<file path="src/rtl/rx_frame_pkg.sv">
// Shared types and constants for the per-lane receive frame parser.
// Holds the parser state encoding, default frame markers and length,
// and the transceiver status values that mark a usable word.
package rx_frame_pkg;

    typedef enum logic [1:0] {
        HUNT    = 2'd0,
        TS      = 2'd1,
        PAYLOAD = 2'd2,
        END     = 2'd3
    } rx_state_t;

    localparam int          DEFAULT_FRAME_LEN  = 128;
    localparam logic [15:0] DEFAULT_START_WORD = 16'hDEAD;
    localparam logic [15:0] DEFAULT_END_WORD   = 16'h7FFF;

    localparam logic [1:0]  LINK_SYNC_OK  = 2'b11;
    localparam logic [1:0]  LINK_DATAK_OK = 2'b00;

    // A word is usable only when both sync bits are locked and it carries no control flags.
    function automatic logic word_qualified(input logic [1:0] syncstatus, input logic [1:0] datak);
        return (syncstatus == LINK_SYNC_OK) && (datak == LINK_DATAK_OK);
    endfunction

endpackage

</file>
<file path="src/rtl/rx_sat_counter.sv">
// Saturating event counter: adds one per cycle with inc set and sticks at
// all-ones instead of wrapping. Synchronous active-low reset.
module rx_sat_counter
    import rx_frame_pkg::*;
#(
    parameter int WIDTH = 16
) (
    input  logic             clk,
    input  logic             rst_n,
    input  logic             inc,
    output logic [WIDTH-1:0] count
);

    localparam logic [WIDTH-1:0] COUNT_MAX = '1;

    // Count up on each requested increment until the counter is full.
    always_ff @(posedge clk) begin
        if (!rst_n) begin
            count <= '0;
        end else if (inc && (count != COUNT_MAX)) begin
            count <= count + 1'b1;
        end
    end

endmodule

</file>
<file path="src/rtl/rx_frame_parser.sv">
// Per-lane receive frame parser. Qualifies the link, hunts for the start
// word, captures the frame time stamp, streams indexed payload samples and
// flags good end words, malformed/aborted frames and time-stamp gaps.
// Optional feature macro: RX_FRAME_TS_CHECK_EN enables the time-stamp
// continuity check; without it ts_gap is constant 0 and no history is kept.
module rx_frame_parser
    import rx_frame_pkg::*;
#(
    parameter int          FRAME_LEN  = DEFAULT_FRAME_LEN,
    parameter logic [15:0] START_WORD = DEFAULT_START_WORD,
    parameter logic [15:0] END_WORD   = DEFAULT_END_WORD
) (
    input  logic        rx_std_clkout,
    input  logic        rst_n,
    input  logic [1:0]  rx_syncstatus,
    input  logic [1:0]  rx_datak,
    input  logic [15:0] RX_data,
    output logic        link_up,
    output logic        sample_valid,
    output logic [15:0] sample_data,
    output logic [6:0]  sample_index,
    output logic [15:0] frame_ts,
    output logic        frame_ts_valid,
    output logic        frame_done,
    output logic        frame_err,
    output logic        ts_gap,
    output logic [15:0] err_count
);

    // Index of the final payload word; the index counter is 7 bits wide.
    localparam logic [6:0] LAST_IDX = 7'(FRAME_LEN - 4);

    rx_state_t   state;
    logic [6:0]  payload_idx;
    logic        qualified;
    logic        err_event;
    logic        done_event;
    logic        gap_event;

`ifdef RX_FRAME_TS_CHECK_EN
    logic [15:0] last_ts;
    logic        ts_armed;
`endif

    // Classify the incoming word: link quality, end-of-frame outcome and abort.
    always_comb begin
        qualified  = word_qualified(rx_syncstatus, rx_datak);
        err_event  = 1'b0;
        done_event = 1'b0;
        if (state != HUNT && !qualified) begin
            err_event = 1'b1;
        end else if (state == END) begin
            if (RX_data == END_WORD) begin
                done_event = 1'b1;
            end else begin
                err_event = 1'b1;
            end
        end
    end

`ifdef RX_FRAME_TS_CHECK_EN
    // A time stamp that does not follow the last good frame's stamp is a gap.
    always_comb begin
        gap_event = 1'b0;
        if (state == TS && qualified && ts_armed && (RX_data != last_ts + 16'd1)) begin
            gap_event = 1'b1;
        end
    end

    // Remember the stamp of the last cleanly ended frame; any error disarms the check.
    always_ff @(posedge rx_std_clkout) begin
        if (!rst_n) begin
            last_ts  <= '0;
            ts_armed <= 1'b0;
        end else if (err_event) begin
            ts_armed <= 1'b0;
        end else if (done_event) begin
            last_ts  <= frame_ts;
            ts_armed <= 1'b1;
        end
    end
`else
    // Without the continuity check there is never a gap.
    always_comb begin
        gap_event = 1'b0;
    end
`endif

    // Frame state machine with all outputs registered one cycle after the sampled word.
    always_ff @(posedge rx_std_clkout) begin
        if (!rst_n) begin
            state          <= HUNT;
            payload_idx    <= '0;
            link_up        <= 1'b0;
            sample_valid   <= 1'b0;
            sample_data    <= '0;
            sample_index   <= '0;
            frame_ts       <= '0;
            frame_ts_valid <= 1'b0;
            frame_done     <= 1'b0;
            frame_err      <= 1'b0;
            ts_gap         <= 1'b0;
        end else begin
            link_up        <= qualified;
            sample_valid   <= 1'b0;
            frame_ts_valid <= 1'b0;
            frame_done     <= done_event;
            frame_err      <= err_event;
            ts_gap         <= gap_event;
            case (state)
                HUNT: begin
                    if (qualified && RX_data == START_WORD) begin
                        state <= TS;
                    end
                end
                TS: begin
                    if (!qualified) begin
                        state <= HUNT;
                    end else begin
                        frame_ts       <= RX_data;
                        frame_ts_valid <= 1'b1;
                        payload_idx    <= '0;
                        state          <= PAYLOAD;
                    end
                end
                PAYLOAD: begin
                    if (!qualified) begin
                        state <= HUNT;
                    end else begin
                        sample_valid <= 1'b1;
                        sample_data  <= RX_data;
                        sample_index <= payload_idx;
                        payload_idx  <= payload_idx + 7'd1;
                        if (payload_idx == LAST_IDX) begin
                            state <= END;
                        end
                    end
                end
                END: begin
                    state <= HUNT;
                end
                default: begin
                    state <= HUNT;
                end
            endcase
        end
    end

    // Count frame errors and time-stamp gaps together, once per cycle, saturating.
    rx_sat_counter #(
        .WIDTH(16)
    ) u_err_counter (
        .clk   (rx_std_clkout),
        .rst_n (rst_n),
        .inc   (err_event | gap_event),
        .count (err_count)
    );

endmodule
</file>
<file path="config.mk">
export PLATFORM = sky130hd
export DESIGN_NAME = rx_frame_parser
export DESIGN_NICKNAME = d
export VERILOG_FILES = /design/src/rtl/rx_frame_pkg.sv /design/src/rtl/rx_sat_counter.sv /design/src/rtl/rx_frame_parser.sv
export SDC_FILE = /design/constraint.sdc
export NUM_CORES = 1
export LEC_CHECK = 0
export CAP_MARGIN = 20
export CORE_ASPECT_RATIO = 1.4
export CORE_MARGIN = 2
export CORE_UTILIZATION = 51
export DETAILED_ROUTE_END_ITERATION = 16
export GPL_ROUTABILITY_DRIVEN = 0
export PLACE_DENSITY_LB_ADDON = 0.15
export SLEW_MARGIN = 20
export SYNTH_ARGS = -nofsm -noshare
export SYNTH_HDL_FRONTEND = slang
export SYNTH_SLANG_ARGS = --single-unit
</file>
<file path="constraint.sdc">
create_clock -name rx_std_clkout -period 4.9 [get_ports rx_std_clkout]
set_input_delay 0.98 -clock rx_std_clkout [delete_from_list [all_inputs] [get_ports rx_std_clkout]]
set_output_delay 0.98 -clock rx_std_clkout [all_outputs]
set_load 0.01 [all_outputs]
</file>
==> results.txt, run 1 <==
The worst flop-to-flop path startpoint is u_err_counter.count[0]. From synthesis to final layout, the design area changed by 36.7%. The pin slew with the least headroom to its limit is 909 ps. The count of placed standard cells including taps is 457.

The worst setup path is of the in2reg kind. The leading cell type in the layout, fill and taps excluded is sky130_fd_sc_hd__clkdlybuf4s50_1. The final number of max-transition violations came out at 0. The first-pass iteration count of the detailed router is 4.

The critical-path maximum fanout came out at 16. The first global-routing pass estimated 11400 um of wire. Setup violations remaining at the end of the flow were counted as 0. The overall overflow remaining after global route came out at 0. The analysis attributes to cell leakage a power of 1.28 nW. The number of placed I/O pins is 83. The setup clock skew after layout is 8.22 ps. Counting every net in the synthesized netlist gives 352. The row count is 32. The number of failing hold endpoints at the final stage is 0. The average wire per standard cell is 15.1 um. Once the clock tree was built, the resizer swapped 0 gates to a different size. The number of DRC violations after detailed-routing iteration 0 came out at 166. The power density over the cells is 298 nW/um2. Setup repair after global routing left no endpoint under its margin. The post-CTS setup repair buffer count is 0. The overall global routing resource usage came out at 23.9%. The area after detailed placement came out at 3660 um2. After the flow finishes, the layout carries non-filler instances totaling 473. Counting the fill cells in the layout gives 459. In this run the worst setup path begins at RX_data[14]. The final design area excluding fillers is 3910 um2. The tool flagged a number of max-cap violations equal to 0. After technology mapping, the gate count stands at 327.

The number of hold buffers added after CTS is 0. The clock insertion delay at the later pin of the skew report is 340 ps. The number of sinks handled by clock tree synthesis came out at 69.

In this run the most critical hold path is launched from sample_index[3]. The worst setup path is launched from an input port. The depth of the CTS H-tree is 3. The post-route clock period utilization is 58.7%. TritonCTS built the clock tree. The number of synthesized register bits came out at 69. The cell area after synthesis is 2860 um2. Counting flops with an async set or reset pin after synthesis yields a share of 0%. In this run the vertical extent of the chip is 92.6 um.

The total wire length is 7130 um. The total core area is 5450 um2. The per-cell via count in the routed design is 5.75. The largest buffer count on any clock path came out at 2. The required time reported for the critical path endpoint came out at 5150 ps.

Leaving out fill and tap cells, the most frequent cells in the layout are sky130_fd_sc_hd__clkdlybuf4s50_1 (81), sky130_fd_sc_hd__dfxtp_1 (69), sky130_fd_sc_hd__nand2_1 (64), sky130_fd_sc_hd__a21oi_1 (41), sky130_fd_sc_hd__a22o_1 (18). The via count of the first global-routing pass is 2466. The initial antenna violation count is 0. The number of buffers inserted by port buffering came out at 81. The post-layout net count is 425. The area of the die is 6230 um2. The largest vdd supply drop is 0.224 mV.

The total clock buffers created by CTS is 9. In this run the remaining antenna-violating nets after routing total 0. The critical path data arrival time is 3120 ps. For this run, design rule violations remaining after detail routing come to 0.

The run finished with clean final reports. The vias after detailed routing came out at 2721. The number of synthesis warnings came out at 0. The post-synthesis area per instance came out at 8.74 um2. The number of enable-type register cells in the synthesized netlist is 0.

The relative slew slack is 39.4%. CTS placed an instance of sky130_fd_sc_hd__clkbuf_8 at the clock tree root. The count of distinct cell types in the synthesized netlist is 49.

Entering global routing, the biggest net connects 45 pins. The number of diodes came out at 0. The final total negative setup slack came out at 0 ps. Among all flip-flop cells after synthesis, the most frequent one is sky130_fd_sc_hd__dfxtp_1. The clock slew at the register clock pins of the worst setup and hold paths came out at 70 ps.

The horizontal extent of the die came out at 67.3 um. The shortest period the worst path allows is 2870 ps. The share of post-route cells with drive strength above 1 is 7.41%.

The highest clock frequency the design can meet is 348 MHz. For this run, the register share of the synthesized area comes to 48.3%. The min-delay analysis places its worst path in the category reg2reg. The kind of end point of the critical path is a flop. The initial core utilization is 52.5%. The HPWL reported at the end of detailed placement is 4710 um.
[synthesized netlist by cell type, types with 4 or more instances]
cell,count,area [um2]
sky130_fd_sc_hd__a21oi_1,41,205
sky130_fd_sc_hd__a22o_1,18,158
sky130_fd_sc_hd__buf_2,6,30.0
sky130_fd_sc_hd__clkbuf_1,10,37.5
sky130_fd_sc_hd__dfxtp_1,69,1380
sky130_fd_sc_hd__inv_1,5,18.8
sky130_fd_sc_hd__nand2_1,64,240
sky130_fd_sc_hd__nand3_1,8,40.0
sky130_fd_sc_hd__nand4_1,11,68.8
sky130_fd_sc_hd__nor2_1,15,56.3
sky130_fd_sc_hd__nor3_1,5,25.0
sky130_fd_sc_hd__o21ai_0,9,45.0
sky130_fd_sc_hd__o31ai_1,4,30.0
sky130_fd_sc_hd__or3_1,5,31.3
sky130_fd_sc_hd__or4_1,4,30.0
[layout make-up]
class                      count  area [um2]  area share, %
multi-input combinational    232        1360           34.8
inverter                       6        22.5          0.577
tap                           68        85.1           2.18
sequential                    69        1380           35.4
clock inverter                 4        95.1           2.43
timing repair buffer          82         818           20.9
clock buffer                  12         145           3.72
[critical path, stage by stage]
cell	delay, ps
sky130_fd_sc_hd__clkdlybuf4s50_1	500
sky130_fd_sc_hd__nand4_1	180
sky130_fd_sc_hd__or4_4	610
sky130_fd_sc_hd__a21oi_2	500
sky130_fd_sc_hd__o311ai_0	250
sky130_fd_sc_hd__o41ai_1	90
[worst paths after layout]
path / end / slack, ps / depth (start not counted)
max: u_err_counter.count[12] / 2030 / 6
min: sample_index[3] / 450 / 2
max reg2reg: u_err_counter.count[2] / 2780 / 5
min reg2reg: sample_index[3] / 450 / 2
[per-stage QoR]
stage	worst slack (ps)	hold slack (ps)	utilization (%)	power, mW
2_1_floorplan	2530	455	-	0.590
3_3_place_gp	1600	443	67.1	0.616
3_5_place_dp	1480	446	67.2	0.617
4_1_cts	1860	456	71.6	1.17
5_1_grt	1830	479	71.7	1.20
6_report	2030	455	71.7	1.16
[state kept, by name, indices dropped and copies added (netlist names)]
signal and count:
frame_done 1, link_up 1, sample_data 16, sample_index 7, frame_ts_valid 1, payload_idx 7
u_err_counter.count 16, frame_ts 16, sample_valid 1, frame_err 1, state 2
[layer usage]
| metal | share of wire (%) | GRT usage (%) |
|---|---|---|
| met3 | 6.6 | 6.32 |
| met2 | 50 | 39.4 |
| met1 | 42 | 28.8 |
| met5 | 0 | 0 |
| met4 | 1.4 | 10.4 |
[power by group]
part | total [mW] | switching [mW] | internal [mW]
clock | 0.559 | 0.207 | 0.352
combinational | 0.0423 | 0.0224 | 0.0199
sequential | 0.563 | 0.00119 | 0.561
total | 1.16 | 0.231 | 0.933
[kinds of logic after synthesis]
group / count (synthesis) / share of synthesized area (%)
and+or+nand+nor: 138 / 24.6
AOI/OAI and AO/OA: 85 / 19.5
DFF: 69 / 48.3
buffers and inverters: 26 / 4.47
adders and majority gates: 3 / 1.31
xor gates and xnor gates: 3 / 0.920
muxes: 2 / 0.744
other: 1 / 0.131
No activity file was read; power rests on OpenSTA's default activity.
==> run 2: changes to the inputs <==
CORE_UTILIZATION = 47   (was 51)
clock period = 2.9 ns   (was 4.9 ns; I/O delays follow)
==> run 2 against run 1 <==
  * Global-route usage shrank 1.6 points
  * Cell count is 1.9% higher
  * Hold slack worse by 1.9 ps
  * Sequential power increased by 69%
  * Non-clock buffer count is 7 higher
  * Combinational power rose by 71%
  * Setup slack worse by 1400 ps
  * Cell area increased by 0.35%
  * Routed wire length rose by 0.21%
  * Sequential cell count did not move
  * Clock skew up 1.3 ps
  * Largest cell class unchanged
==> results.txt, run 2 (synthesis gave the netlist of run 1 again) <==
The first-pass GRT wire length is 12000 um (was 11400 um). The final critical path takes up 80.1% of the cycle. RSZ-0062 raised after global routing: false (unchanged). The setup clock skew after layout is 9.57 ps (was 8.22 ps).

The reg-to-reg setup timing slack came out at 810 ps (was 2780 ps). The via count of the first global-routing pass came out at 2495 (was 2466). The post-layout net count was 432 (was 425). The CTS tree is done (unchanged). The row count is 33 (was 32). The post-CTS setup repair buffer count came out at 0 (unchanged). The per-cell via count in the routed design came out at 5.65 (was 5.75). The final number of max-transition violations came out at 0 (unchanged).

The number of sinks handled by clock tree synthesis is 69 (unchanged). The count of placed standard cells including taps came out at 466 (was 457). Largest registers: frame_ts (16), sample_data (16), u_err_counter.count (16) (unchanged). The number of maximum-capacitance violations is 0 (unchanged). Static timing analysis puts the maximum clock frequency at 430 MHz. The initial antenna violation count was 0 (unchanged). The worst flop-to-flop path startpoint was state[1] (was u_err_counter.count[0]). The layout filler cell count is 506 (was 459). The average wire per standard cell is 14.8 um (was 15.1 um).

The count of final setup violators came out at 0 (unchanged). The clock insertion delay at the later pin of the skew report is 350 ps (was 340 ps). The launch point of the critical path is RX_data[14] (unchanged). The shortest period the worst path allows came out at 2320 ps. The leading cell type in the layout, fill and taps excluded is sky130_fd_sc_hd__clkdlybuf4s50_1 (unchanged).

The area of the die came out at 6730 um2 (was 6230 um2). The die outline height is 96.3 um (was 92.6 um). The largest buffer count on any clock path was 2 (unchanged). The worst reg-to-reg path cell count is 6 (was 5). The number of diodes came out at 0 (unchanged). The number of placed I/O pins came out at 83 (unchanged). The post-placement worst setup slack is 226 ps (was 1480 ps). The required time reported for the critical path endpoint is 3110 ps (was 5150 ps). Highest-count cells in the layout ignoring fill and taps: sky130_fd_sc_hd__clkdlybuf4s50_1 (81), sky130_fd_sc_hd__dfxtp_1 (69), sky130_fd_sc_hd__nand2_1 (64), sky130_fd_sc_hd__a21oi_1 (41), sky130_fd_sc_hd__a22o_1 (18) (unchanged).

The total core area is 5860 um2 (was 5450 um2). The number of DRC violations after detailed routing was 0 (unchanged). The pin slew with the least headroom to its limit came to 691 ps (was 909 ps). The area growth from synthesis to final layout came to 37.2% (was 36.7%). The total wire length was 7140 um (was 7130 um). The overall overflow remaining after global route is 0 (unchanged). The master cell of the clock root buffer is sky130_fd_sc_hd__clkbuf_8 (unchanged). The count of cells resized by post-cts repair came out at 0 (unchanged). The HPWL reported at the end of detailed placement came out at 4990 um (was 4710 um). The standby leakage power came out at 1.30 nW (was 1.28 nW). The critical-path maximum fanout is 16 (unchanged). The critical path class is in2reg (unchanged).

The initial core utilization is 48.7% (was 52.5%). The share of post-route cells with drive strength above 1 came out at 8.50% (was 7.41%). The relative slew slack is 53.9% (was 39.4%).

The kind of end point of the critical path is a flop (unchanged). The clock slew at the register clock pins of the worst setup and hold paths came to 70 ps (about the same). The pin count of the biggest net entering global routing came out at 44 (was 45). The largest vdd supply drop came to 0.351 mV (was 0.224 mV).

The overall global routing resource usage came out at 22.4% (was 23.9%). The total clock buffers created by CTS came out at 9 (unchanged). The end point of the critical path is u_err_counter.count[7] (was u_err_counter.count[12]). Run status: complete, no violations (unchanged).

The worst-case setup margin in the final layout is 576 ps (was 2030 ps). The vias after detailed routing is 2724 (was 2721). The count of nets left with antenna violations after detail routing came out at 0 (unchanged). The filler-free cell count of the finished design came to 482 (was 473). The kind of start point of the critical path is an input port (unchanged). The capturing point of the worst reg2reg path is u_err_counter.count[14] (was u_err_counter.count[2]).

The total design power came out at 1.86 mW (was 1.16 mW). The critical path data arrival time is 2530 ps (was 3120 ps). The number of hold buffers added after CTS came to 0 (unchanged). The depth of the CTS H-tree came out at 3 (unchanged). The number of failing hold endpoints at the final stage is 0 (unchanged).

The final total negative setup slack came to 0 ps (unchanged). The power density over the cells came out at 474 nW/um2 (was 298 nW/um2). The number of buffers inserted by port buffering came out at 81 (unchanged). The path type of the worst min-delay path was reg2reg (unchanged). The horizontal extent of the die came to 69.9 um (was 67.3 um).

The number of DRC violations after detailed-routing iteration 0 came out at 121 (was 166). The first-pass iteration count of the detailed router came out at 4 (unchanged).
run 2: metal layers:
metal	routed length, um	vias up	GRT usage, %
met5	0	-	0
met4	155	0	11.1
met3	430	12	5.55
met2	3550	80	38.3
met1	3010	1288	26.1
li1	-	1344	-
run 2: through the flow:
step	hold slack (ps)	cell area (um2)	util, %
detailed placement	445	3710	63.3
finish	453	3920	66.9
global placement	442	3710	63.3
floorplan	455	2860	-
CTS	455	3920	66.8
global route	473	3920	66.9
run 2: worst min path at each step:
stage / slack (ps) / cells past startpoint / from / to
after floorplan: 450 / 2 / payload_idx[4] / sample_index[4]
after global placement: 440 / 2 / sample_data[6] / sample_data[6]
after detailed placement: 450 / 2 / sample_data[9] / sample_data[9]
after CTS: 450 / 2 / sample_data[9] / sample_data[9]
after global routing: 470 / 2 / sample_data[9] / sample_data[9]
final: 450 / 2 / sample_index[2] / sample_index[2]
run 2: report_power, final:
| group | internal (mW) | total (mW) | leakage (nW) | switching, mW |
|---|---|---|---|---|
| Combinational | 0.0354 | 0.0723 | 0.638 | 0.0368 |
| Clock | 0.480 | 0.836 | 0.107 | 0.355 |
| Sequential | 0.948 | 0.951 | 0.556 | 0.00226 |
| Total | 1.46 | 1.86 | 1.30 | 0.394 |
run 2: layout make-up:
| class | instances | area [um2] | share of cell area, % |
|---|---|---|---|
| tap | 70 | 87.6 | 2.23 |
| inverter | 6 | 22.5 | 0.575 |
| clock buffer | 11 | 131 | 3.35 |
| clock inverter | 5 | 75.1 | 1.92 |
| sequential | 69 | 1380 | 35.2 |
| multi-input combinational | 232 | 1350 | 34.5 |
| timing repair buffer | 89 | 871 | 22.2 |
run 2: critical path: stages:
cell and delay, ps:
sky130_fd_sc_hd__clkdlybuf4s50_1 490, sky130_fd_sc_hd__nand4_1 180, sky130_fd_sc_hd__or4_4 600, sky130_fd_sc_hd__a31oi_4 420, sky130_fd_sc_hd__or4_2 200, sky130_fd_sc_hd__a21oi_1 60
==> run 3: changes to the inputs <==
CORE_UTILIZATION = 42   (was 47)
clock period = 2.05 ns   (was 2.9 ns; I/O delays follow)
==> run 3 against run 2 <==
  * Sequential power increased by 41%
  * Sequential cell count unchanged
  * Sequential share of layout area is 2.6 points lower
  * Global-route usage down 1.5 points
  * Register-to-register slack got worse by 710 ps
  * Non-clock buffer count is 35 higher
  * Total power rose by 39%
  * Cell area up 7.9%
  * First-iteration DRC count fell by 26%
  * Critical endpoint is now u_err_counter.count[2]
  * Highest routed layer unchanged
==> results.txt, run 3 (synthesis gave the netlist of run 1 again) <==
Run status: complete, no violations (unchanged). The depth of the CTS H-tree is 3 (unchanged). The layout filler cell count came out at 576 (was 506).

The CTS tree is done (unchanged). The area of the die is 7490 um2 (was 6730 um2). The worst path uses 98.4% of the clock period. The count of placed standard cells including taps came out at 503 (was 466). The area after detailed placement was 3990 um2 (was 3710 um2). The kind of end point of the critical path was a flop (unchanged). The overall global routing resource usage came out at 20.9% (was 22.4%). The setup clock skew after layout is 7.45 ps (was 9.57 ps). The shortest period the worst path allows came out at 2020 ps. The HPWL reported at the end of detailed placement is 5480 um (was 4990 um). The largest vdd supply drop is 0.472 mV (was 0.351 mV). The master cell of the clock root buffer is sky130_fd_sc_hd__clkbuf_8 (unchanged). The first-pass GRT wire length was 12200 um (was 12000 um). The clock insertion delay at the later pin of the skew report was 330 ps (was 350 ps).

The first-pass iteration count of the detailed router was 4 (unchanged). The final design area excluding fillers is 4230 um2 (was 3920 um2). The filler-free cell count of the finished design is 520 (was 482). The largest buffer count on any clock path came out at 2 (unchanged). The number of failing hold endpoints at the final stage came out at 0 (unchanged).

The number of maximum-capacitance violations is 0 (unchanged). The die outline height came out at 102 um (was 96.3 um). The total core area is 6570 um2 (was 5860 um2).

The vias after detailed routing was 2797 (was 2724). The share of post-route cells with drive strength above 1 is 16.4% (was 8.50%). The critical-path maximum fanout is 16 (unchanged). The total wire length came to 7410 um (was 7140 um). The path type of the worst min-delay path is in2reg (was reg2reg).

The critical path data arrival time came out at 2280 ps (was 2530 ps). The power density over the cells is 610 nW/um2 (was 474 nW/um2). The row count came to 35 (was 33). The leading cell type in the layout, fill and taps excluded is sky130_fd_sc_hd__clkdlybuf4s50_1 (unchanged). The required time reported for the critical path endpoint came out at 2310 ps (was 3110 ps).

The pin count of the biggest net entering global routing is 23 (was 44). The horizontal extent of the die is 73.7 um (was 69.9 um). Highest-count cells in the layout ignoring fill and taps: sky130_fd_sc_hd__clkdlybuf4s50_1 (80), sky130_fd_sc_hd__dfxtp_1 (69), sky130_fd_sc_hd__nand2_1 (64), sky130_fd_sc_hd__a21oi_1 (41), sky130_fd_sc_hd__buf_4 (41) (was sky130_fd_sc_hd__clkdlybuf4s50_1 (81), sky130_fd_sc_hd__dfxtp_1 (69), sky130_fd_sc_hd__nand2_1 (64), sky130_fd_sc_hd__a21oi_1 (41), sky130_fd_sc_hd__a22o_1 (18)). The initial core utilization came out at 43.5% (was 48.7%). The post-placement worst setup slack is -363 ps (was 226 ps). The final number of max-transition violations is 0 (unchanged).

The critical path class is in2reg (unchanged). The average wire per standard cell is 14.3 um (was 14.8 um). The number of sinks handled by clock tree synthesis came to 69 (unchanged). The number of diodes was 0 (unchanged). The clock slew at the register clock pins of the worst setup and hold paths came out at 70 ps (about the same). The overall overflow remaining after global route came to 0 (unchanged). The total design power is 2.58 mW (was 1.86 mW).

The kind of start point of the critical path was an input port (unchanged). The highest clock frequency the design can meet came out at 496 MHz. The number of placed I/O pins is 83 (unchanged). The standby leakage power is 1.49 nW (was 1.30 nW). The via count of the first global-routing pass came out at 2657 (was 2495). Largest registers: frame_ts (16), sample_data (16), u_err_counter.count (16) (unchanged).

The count of nets left with antenna violations after detail routing was 0 (unchanged). The post-layout net count came out at 467 (was 432). The number of DRC violations after detailed routing came to 0 (unchanged). The initial antenna violation count came to 0 (unchanged). The count of final setup violators is 0 (unchanged). The number of buffers inserted by port buffering is 81 (unchanged). The worst-case setup margin in the final layout is 32.2 ps (was 576 ps). The area growth from synthesis to final layout is 47.9% (was 37.2%). The number of DRC violations after detailed-routing iteration 0 came out at 90 (was 121). The per-cell via count in the routed design came out at 5.38 (was 5.65).

The total clock buffers created by CTS came to 9 (unchanged).
==> run 3: cell count changes in the layout (fill, tap and decap cells not counted), moves of 2 or more <==
| cell | delta |
|---|---|
| sky130_fd_sc_hd__buf_4 | +33 |
| sky130_fd_sc_hd__buf_12 | +2 |
| sky130_fd_sc_hd__clkbuf_1 | -2 |
| sky130_fd_sc_hd__clkbuf_8 | +2 |
==> run 3: power by group <==
group / switching (mW) / internal [mW] / total, mW
combinational: 0.0581 / 0.0737 / 0.132
clock: 0.483 / 0.617 / 1.10
sequential: 0.00304 / 1.34 / 1.34
==> run 3: final cells by class <==
cell class	instances	area [um2]	share of cell area (%)
Multi-Input combinational cell	232	1370	32.4
Inverter	6	22.5	0.533
Timing Repair Buffer	124	1160	27.5
Clock buffer	11	151	3.58
Tap cell	74	92.6	2.19
Clock inverter	4	47.5	1.12
Sequential cell	69	1380	32.7
==> run 3: routing by layer <==
layer	GRT usage, %	routed length (um)	vias up
met4	8.95	114	0
met3	5.07	319	8
li1	-	-	1409
met5	0	0	-
met1	25.3	3270	1312
met2	34.7	3710	68
==> run 3: worst max-delay path, stage by stage <==
cell and delay (ps):
sky130_fd_sc_hd__clkdlybuf4s50_1 410, sky130_fd_sc_hd__nor4bb_1 150, sky130_fd_sc_hd__buf_4 150, sky130_fd_sc_hd__nor2_2 150, sky130_fd_sc_hd__a31oi_4 50, sky130_fd_sc_hd__buf_12 160
sky130_fd_sc_hd__or4_2 600, sky130_fd_sc_hd__a21oi_1 180
==> run 3: final timing paths <==
path | from | endpoint | slack, ps | cells after the start
min reg2reg | sample_index[1] | sample_index[1] | 460 | 2
min | RX_data[15] | frame_ts[15] | 390 | 2
max | rx_syncstatus[1] | u_err_counter.count[2] | 30 | 8
max reg2reg | u_err_counter.count[4] | u_err_counter.count[14] | 100 | 6
==> run 3: through the flow <==
| stage | hold WS [ps] | util (%) | TNS [ps] |
|---|---|---|---|
| after detailed placement | 450 | 60.7 | -9970 |
| after CTS | 462 | 63.8 | 0 |
| after floorplan | 455 | - | 0 |
| after global routing | 390 | 64.4 | -0.651 |
| after global placement | 441 | 60.7 | -8040 |
| final | 392 | 64.4 | 0 |
==> run 3: what timing repair did <==
| item | in CTS | in global routing |
|---|---|---|
| buffers inserted | 0 | 2 |
| setup endpoints to repair | 1 | 16 |
| hold buffers | 0 | 0 |
| pin swaps | 1 | 3 |
| resized for setup | 0 | 5 |
